## config.mk

```make
export PLATFORM = sky130hd
export DESIGN_NAME = lcd_text_sequencer
export DESIGN_NICKNAME = d
export VERILOG_FILES = /design/src/rtl/lcd_text_sequencer.sv
export SDC_FILE = /design/constraint.sdc
export NUM_CORES = 1
export LEC_CHECK = 0
export CELL_PAD_IN_SITES_DETAIL_PLACEMENT = 2
export CELL_PAD_IN_SITES_GLOBAL_PLACEMENT = 2
export CORE_AREA = 10 10 183 185
export DETAILED_ROUTE_END_ITERATION = 10
export DIE_AREA = 0 0 193 195
export DONT_BUFFER_PORTS = 1
export PLACE_DENSITY = 0.86
export SYNTH_ARGS = -nofsm -noshare
export SYNTH_HDL_FRONTEND = slang
export SYNTH_SLANG_ARGS = --single-unit
```

## constraint.sdc

```tcl
create_clock -name iCLK -period 4.16 [get_ports iCLK]
set_input_delay 1.248 -clock iCLK [delete_from_list [all_inputs] [get_ports iCLK]]
set_output_delay 1.248 -clock iCLK [all_outputs]
set_load 0.03 [all_outputs]
```

## src/rtl/lcd_text_sequencer.sv

```systemverilog
// LCD text sequencer: sends init commands plus a 2x16 character buffer to an LCD byte controller.
// Optional macro LCD_AUTO_REFRESH_EN makes every accepted buffer write request a redraw.
module lcd_text_sequencer #(
    parameter int DLY_CYCLES = 262142,
    parameter int NUM_LINES  = 2,
    parameter int COLS       = 16
) (
    input  logic       iCLK,
    input  logic       iRST_N,
    input  logic       iWR,
    input  logic [4:0] iWADDR,
    input  logic [7:0] iWDATA,
    input  logic       iREFRESH,
    output logic [7:0] oDATA,
    output logic       oRS,
    output logic       oStart,
    input  logic       iDone,
    output logic       oBusy
);
    localparam int CW = $clog2(DLY_CYCLES + 1);
    localparam logic [CW-1:0] DLY_LAST = CW'(DLY_CYCLES - 1);
    localparam logic [5:0] L1_END = 6'(4 + COLS);
    localparam logic [5:0] L2_CMD = 6'(5 + COLS);
    localparam logic [5:0] LAST   = (NUM_LINES == 2) ? 6'(5 + 2 * COLS) : 6'(4 + COLS);
    localparam logic [5:0] REDRAW_START = 6'd4;
    localparam logic [4:0] COLS_L = 5'(COLS);

    typedef enum logic [2:0] {S_INIT, S_SEND, S_WAIT_DONE, S_DELAY, S_NEXT, S_IDLE} state_t;

    state_t        r_state, w_next;
    logic [5:0]    r_idx;
    logic [CW-1:0] r_cnt;
    logic          r_pend;
    logic [7:0]    r_buf [0:31];

    logic       w_wr_ok, w_pend_set, w_launch, w_load, w_start_clr;
    logic [3:0] w_c1, w_c2;
    logic [7:0] w_item_data;
    logic       w_item_rs;

    assign w_wr_ok = iWR && ({1'b0, iWADDR[3:0]} < COLS_L) && (!iWADDR[4] || (NUM_LINES == 2));
`ifdef LCD_AUTO_REFRESH_EN
    assign w_pend_set = iREFRESH | w_wr_ok;
`else
    assign w_pend_set = iREFRESH;
`endif
    assign oBusy = (r_state != S_IDLE);

    always_ff @(posedge iCLK or negedge iRST_N) begin
        if (!iRST_N) begin
            for (int i = 0; i < 32; i++) r_buf[i] <= 8'h20;
        end else if (w_wr_ok) begin
            r_buf[iWADDR] <= iWDATA;
        end
    end

    // Item index layout: 0-3 init commands, 4 = 80h, then line-1 chars, C0h, line-2 chars.
    assign w_c1 = 4'(r_idx - 6'd5);
    assign w_c2 = 4'(r_idx - L2_CMD - 6'd1);

    always_comb begin
        w_item_rs   = 1'b0;
        w_item_data = 8'h00;
        case (r_idx)
            6'd0: w_item_data = 8'h38;
            6'd1: w_item_data = 8'h0C;
            6'd2: w_item_data = 8'h01;
            6'd3: w_item_data = 8'h06;
            6'd4: w_item_data = 8'h80;
            default: begin
                if (r_idx <= L1_END) begin
                    w_item_rs   = 1'b1;
                    w_item_data = r_buf[{1'b0, w_c1}];
                end else if (r_idx == L2_CMD) begin
                    w_item_data = 8'hC0;
                end else begin
                    w_item_rs   = 1'b1;
                    w_item_data = r_buf[{1'b1, w_c2}];
                end
            end
        endcase
    end

    always_ff @(posedge iCLK or negedge iRST_N) begin
        if (!iRST_N) r_state <= S_INIT;
        else         r_state <= w_next;
    end

    always_comb begin
        w_next = r_state;
        case (r_state)
            S_INIT:      w_next = S_SEND;
            S_SEND:      w_next = S_WAIT_DONE;
            S_WAIT_DONE: if (iDone) w_next = S_DELAY;
            S_DELAY:     if (r_cnt == DLY_LAST) w_next = S_NEXT;
            S_NEXT:      w_next = (r_idx != LAST || w_launch) ? S_SEND : S_IDLE;
            S_IDLE:      if (w_launch) w_next = S_SEND;
            default:     w_next = S_INIT;
        endcase
    end

    always_comb begin
        w_load      = (r_state == S_SEND);
        w_start_clr = (r_state == S_WAIT_DONE) && iDone;
        w_launch    = (r_pend || w_pend_set) &&
                      ((r_state == S_IDLE) || (r_state == S_NEXT && r_idx == LAST));
    end

    // Output bytes are captured in SEND, so a same-cycle buffer write only affects later reads.
    always_ff @(posedge iCLK or negedge iRST_N) begin
        if (!iRST_N) begin
            oDATA  <= 8'h00;
            oRS    <= 1'b0;
            oStart <= 1'b0;
            r_idx  <= 6'd0;
            r_cnt  <= '0;
            r_pend <= 1'b0;
        end else begin
            if (w_load) begin
                oDATA  <= w_item_data;
                oRS    <= w_item_rs;
                oStart <= 1'b1;
            end
            if (w_start_clr) oStart <= 1'b0;
            if (w_start_clr)             r_cnt <= '0;
            else if (r_state == S_DELAY) r_cnt <= r_cnt + CW'(1);
            if (r_state == S_NEXT) r_idx <= (r_idx == LAST) ? REDRAW_START : r_idx + 6'd1;
            r_pend <= w_launch ? 1'b0 : (r_pend | w_pend_set);
        end
    end
endmodule
```

==> flow_summary_export.csv <==
group,metric,value,unit
layout,diodes,0,
yosys,synthFlopType,"dfrtp_1",
power_and_ir_drop,switching_power,2.20,mW
floorplanning,die_h,195,um
timing,drv_slew,0,
timing,fin_skew,0.0249,ns
critical_path,crit_end,"oDATA[3]",
placement,port_buffers,0,
outcome,status,"finished, final reports clean",
cts,postCtsHoldBufs,0,
critical_path,cp-start-kind,"flop",
detailed_routing,totalWireLength,43000,um
cts,insertion_delay,0.53,ns
grt,grt_usage,0.233,
detailed_routing,drtPass1Iterations,5,
detailed_routing,vias_per_cell,6.12,
placement,place_hpwl,24500,um
critical_path,crit_type,"flop to flop",
cts,cts_tree,"built",
yosys,yosysSeqAreaShare,0.533,
power_and_ir_drop,power_frac_comb,0.143,
cts,htree_levels,2,
grt,antenna_found_initial,1,
placement,dp.cells,1316,
critical_path,crit_start,"r_idx[1]",
power_and_ir_drop,p_leak,6.50,nW
critical_path,cpMostUsedCell,"mux2i_1",
power_and_ir_drop,power.total,8.06,mW
critical_path,slowest_stage,"ha_1",
layout,finalInstanceArea,15300,sq um
yosys,synthDistinctLibCells,59,
layout,drive_gt1_frac,0.444,
layout,fin_util,0.509,
yosys,synth.net_count,999,
critical_path,r2r_start,"r_idx[1]",
power_and_ir_drop,p_clk_frac,0.367,
detailed_routing,drcViolationCount,0,
critical_path,rr_worst_depth,7,
detailed_routing,wl_per_cell,31.2,um
power_and_ir_drop,p_per_area,527,nW/um^2
layout,multiInputGateArea,6190,sq um
timing,worst_pin_slew,0.981,ns
power_and_ir_drop,switching_share,0.273,
cts,cts_buffers,35,
floorplanning,die_w,193,um
power_and_ir_drop,ir_drop,246,uV
layout,regArea,7400,sq um
floorplanning,rows,64,
critical_path,max_stage_delay,0.89,ns
floorplanning,core,30000,sq um
grt,grt_max_degree,295,
grt,grt_remaining_overflow,0,
timing,min_period,3.25,ns
grt,grt_pass1_wl,66300,um
yosys,synth_edf_count,0,
timing,finalSetupTns,0,ns
hold_path,hp-class,"primary input to async pin",
timing,rsz0062_at_grt,"false",
timing,final_hold_viol_count,0,
critical_path,cp.arrival,3.65,ns
critical_path,r2r-end,"oDATA[3]",
placement,dpl-instance-area,14200,sq um
layout,final_cell_count_no_fill,1378,
critical_path,cp_cell_sequence,"clkinv_1 > ha_1 > mux4_2 > mux2i_1 > mux2i_1 > a221oi_1 > nor2_1",
critical_path,end_kind,"flop",
floorplanning,die-area,37600,sq um
yosys,synthCells,972,
timing,finalSetupViolCount,0,
layout,fin_nets,984,
critical_path,reg2reg_setup_slack,0.91,ns
yosys,avgSynthCellArea,14.3,sq um
power_and_ir_drop,seq_power_share,0.490,
detailed_routing,drtIter0Drc,505,
yosys,ys_ff_latch,294,
cts,cts_root_buf,"clkbuf_16",
detailed_routing,dr_total_vias,8436,
cts,clk_pin_slew,0.06,ns
power_and_ir_drop,p_int,5.85,mW
placement,place.gp.congestion,0.841,
cts,postCtsSetupBuffers,0,
yosys,yosysWarnings,0,
job,drv_cap,0,
grt,grt_pass1_vias,9877,
critical_path,cp_data_required_time,4.56,ns
layout,fillers,2722,
detailed_routing,ant_nets,0,
cts,clockBufferDepth,3,
cts,cts.sinks,294,
floorplanning,start_util,0.462,
cts,ctsResizeCount,0,
timing,fmax,308,MHz
yosys,synth-async-reset-ratio,1.00,
floorplanning,ios,29,
timing,slew_headroom,0.343,
critical_path,crit_path_max_fanout,12,
timing,fin_crit_sh,0.781,
yosys,synth_area,13900,sq um
layout,area_delta_synth_final,10.1,%
-- sequential cells by signal, summed over array words and instances (netlist names) --
register	flops
oDATA	8
oRS	1
oStart	1
r_buf	256
r_cnt	18
r_idx	6
r_pend	1
r_state	3
-- logic make-up (layout without fill, tap and decap cells) --
| kind of cell | after synthesis | count (layout) | share of synthesized area |
|---|---|---|---|
| adders and majority gates | 9 | 9 | 0.00812 |
| AOI/OAI and AO/OA | 53 | 53 | 0.0248 |
| and+or+nand+nor | 176 | 176 | 0.0638 |
| muxes | 350 | 350 | 0.335 |
| xor gates and xnor gates | 22 | 22 | 0.0139 |
| DFF | 294 | 294 | 0.533 |
| buffers and inverters | 68 | 78 | 0.0216 |
-- worst max-delay path, delay by kind of cell (launching register included) --
| kind | cells | cell delay, ns |
|---|---|---|
| AOI/OAI and AO/OA | 1 | 0.50 |
| adders and majority gates | 1 | 0.89 |
| buffers and inverters | 1 | 0.34 |
| DFF | 1 | 0.36 |
| muxes | 3 | 0.91 |
| and+or+nand+nor | 1 | 0.12 |
-- layer usage --
metal	up-vias	part of all wire	GRT usage
li1	3532	-	-
met1	4592	0.40	0.281
met2	228	0.52	0.401
met3	82	0.058	0.0542
met4	2	0.029	0.0741
met5	-	0.00026	0
-- cell usage after synthesis, drive strengths merged (7+ instances only) --
cell | n | share of area
xor2 | 15 | 0.0095
buf | 16 | 0.0075
nand4 | 8 | 0.0036
a21oi | 13 | 0.0047
dfrtp | 262 | 0.47
nand2 | 53 | 0.014
xnor2 | 7 | 0.0044
dfstp | 32 | 0.061
mux2i | 23 | 0.017
mux2 | 262 | 0.21
ha | 9 | 0.0081
o21ai | 12 | 0.0043
clkbuf | 45 | 0.012
nand3 | 17 | 0.0061
mux4 | 65 | 0.11
nor3 | 9 | 0.0036
nor2 | 51 | 0.016
-- area by class of cell --
type,count,share of cell area
Sequential cell,294,0.484
Multi-Input combinational cell,610,0.405
Clock buffer,54,0.0672
Tap cell,396,0.0324
Clock inverter,8,0.00377
Timing Repair Buffer,9,0.00524
Inverter,7,0.00172
-- stage by stage --
| step | worst slack [ns] | hold WS, ns |
|---|---|---|
| 2_1_floorplan | 1.10 | 0.447 |
| 3_3_place_gp | 1.34 | 0.461 |
| 3_5_place_dp | 1.27 | 0.474 |
| 4_1_cts | 0.933 | 0.412 |
| 5_1_grt | 0.776 | 0.431 |
| 6_report | 0.909 | 0.446 |
-- power groups by stage --
stage	Clock [mW]	Combinational (mW)	Sequential, mW
after floorplan	0	0.906	3.76
after global placement	0	1.00	3.85
after detailed placement	0	1.10	3.93
after CTS	3.00	1.17	3.94
after global routing	3.14	1.24	4.01
final	2.95	1.16	3.95
-- how the worst min path moves through the flow --
| stage | to | slack (ns) | depth (start not counted) |
|---|---|---|---|
| 4_1_cts | r_buf[246] | 0.41 | 0 |
| 3_3_place_gp | r_state[2] | 0.46 | 1 |
| 6_report | r_buf[167] | 0.45 | 0 |
| 3_5_place_dp | r_buf[26] | 0.47 | 1 |
| 5_1_grt | r_buf[167] | 0.43 | 0 |
| 2_1_floorplan | r_state[2] | 0.45 | 1 |
-- layout by cell type, fill, tap and decap left out, types with 5 or more instances in the layout --
master     count
dfstp_2       32
mux2_2       259
clkbuf_8       8
dfrtp_1      261
mux4_2        65
inv_1          6
nor2b_1        6
nand4_1        8
a21oi_1       13
nor3b_1        5
ha_1           9
o21ai_0       10
nor3_1         8
mux2i_1       23
xnor2_1        6
xor2_1        15
clkbuf_16     35
nand3_1       17
nor2_2        12
nor2_1        39
clkbuf_1      11
nand2_1       53
buf_4          8
(Power assumes the default switching activity.)
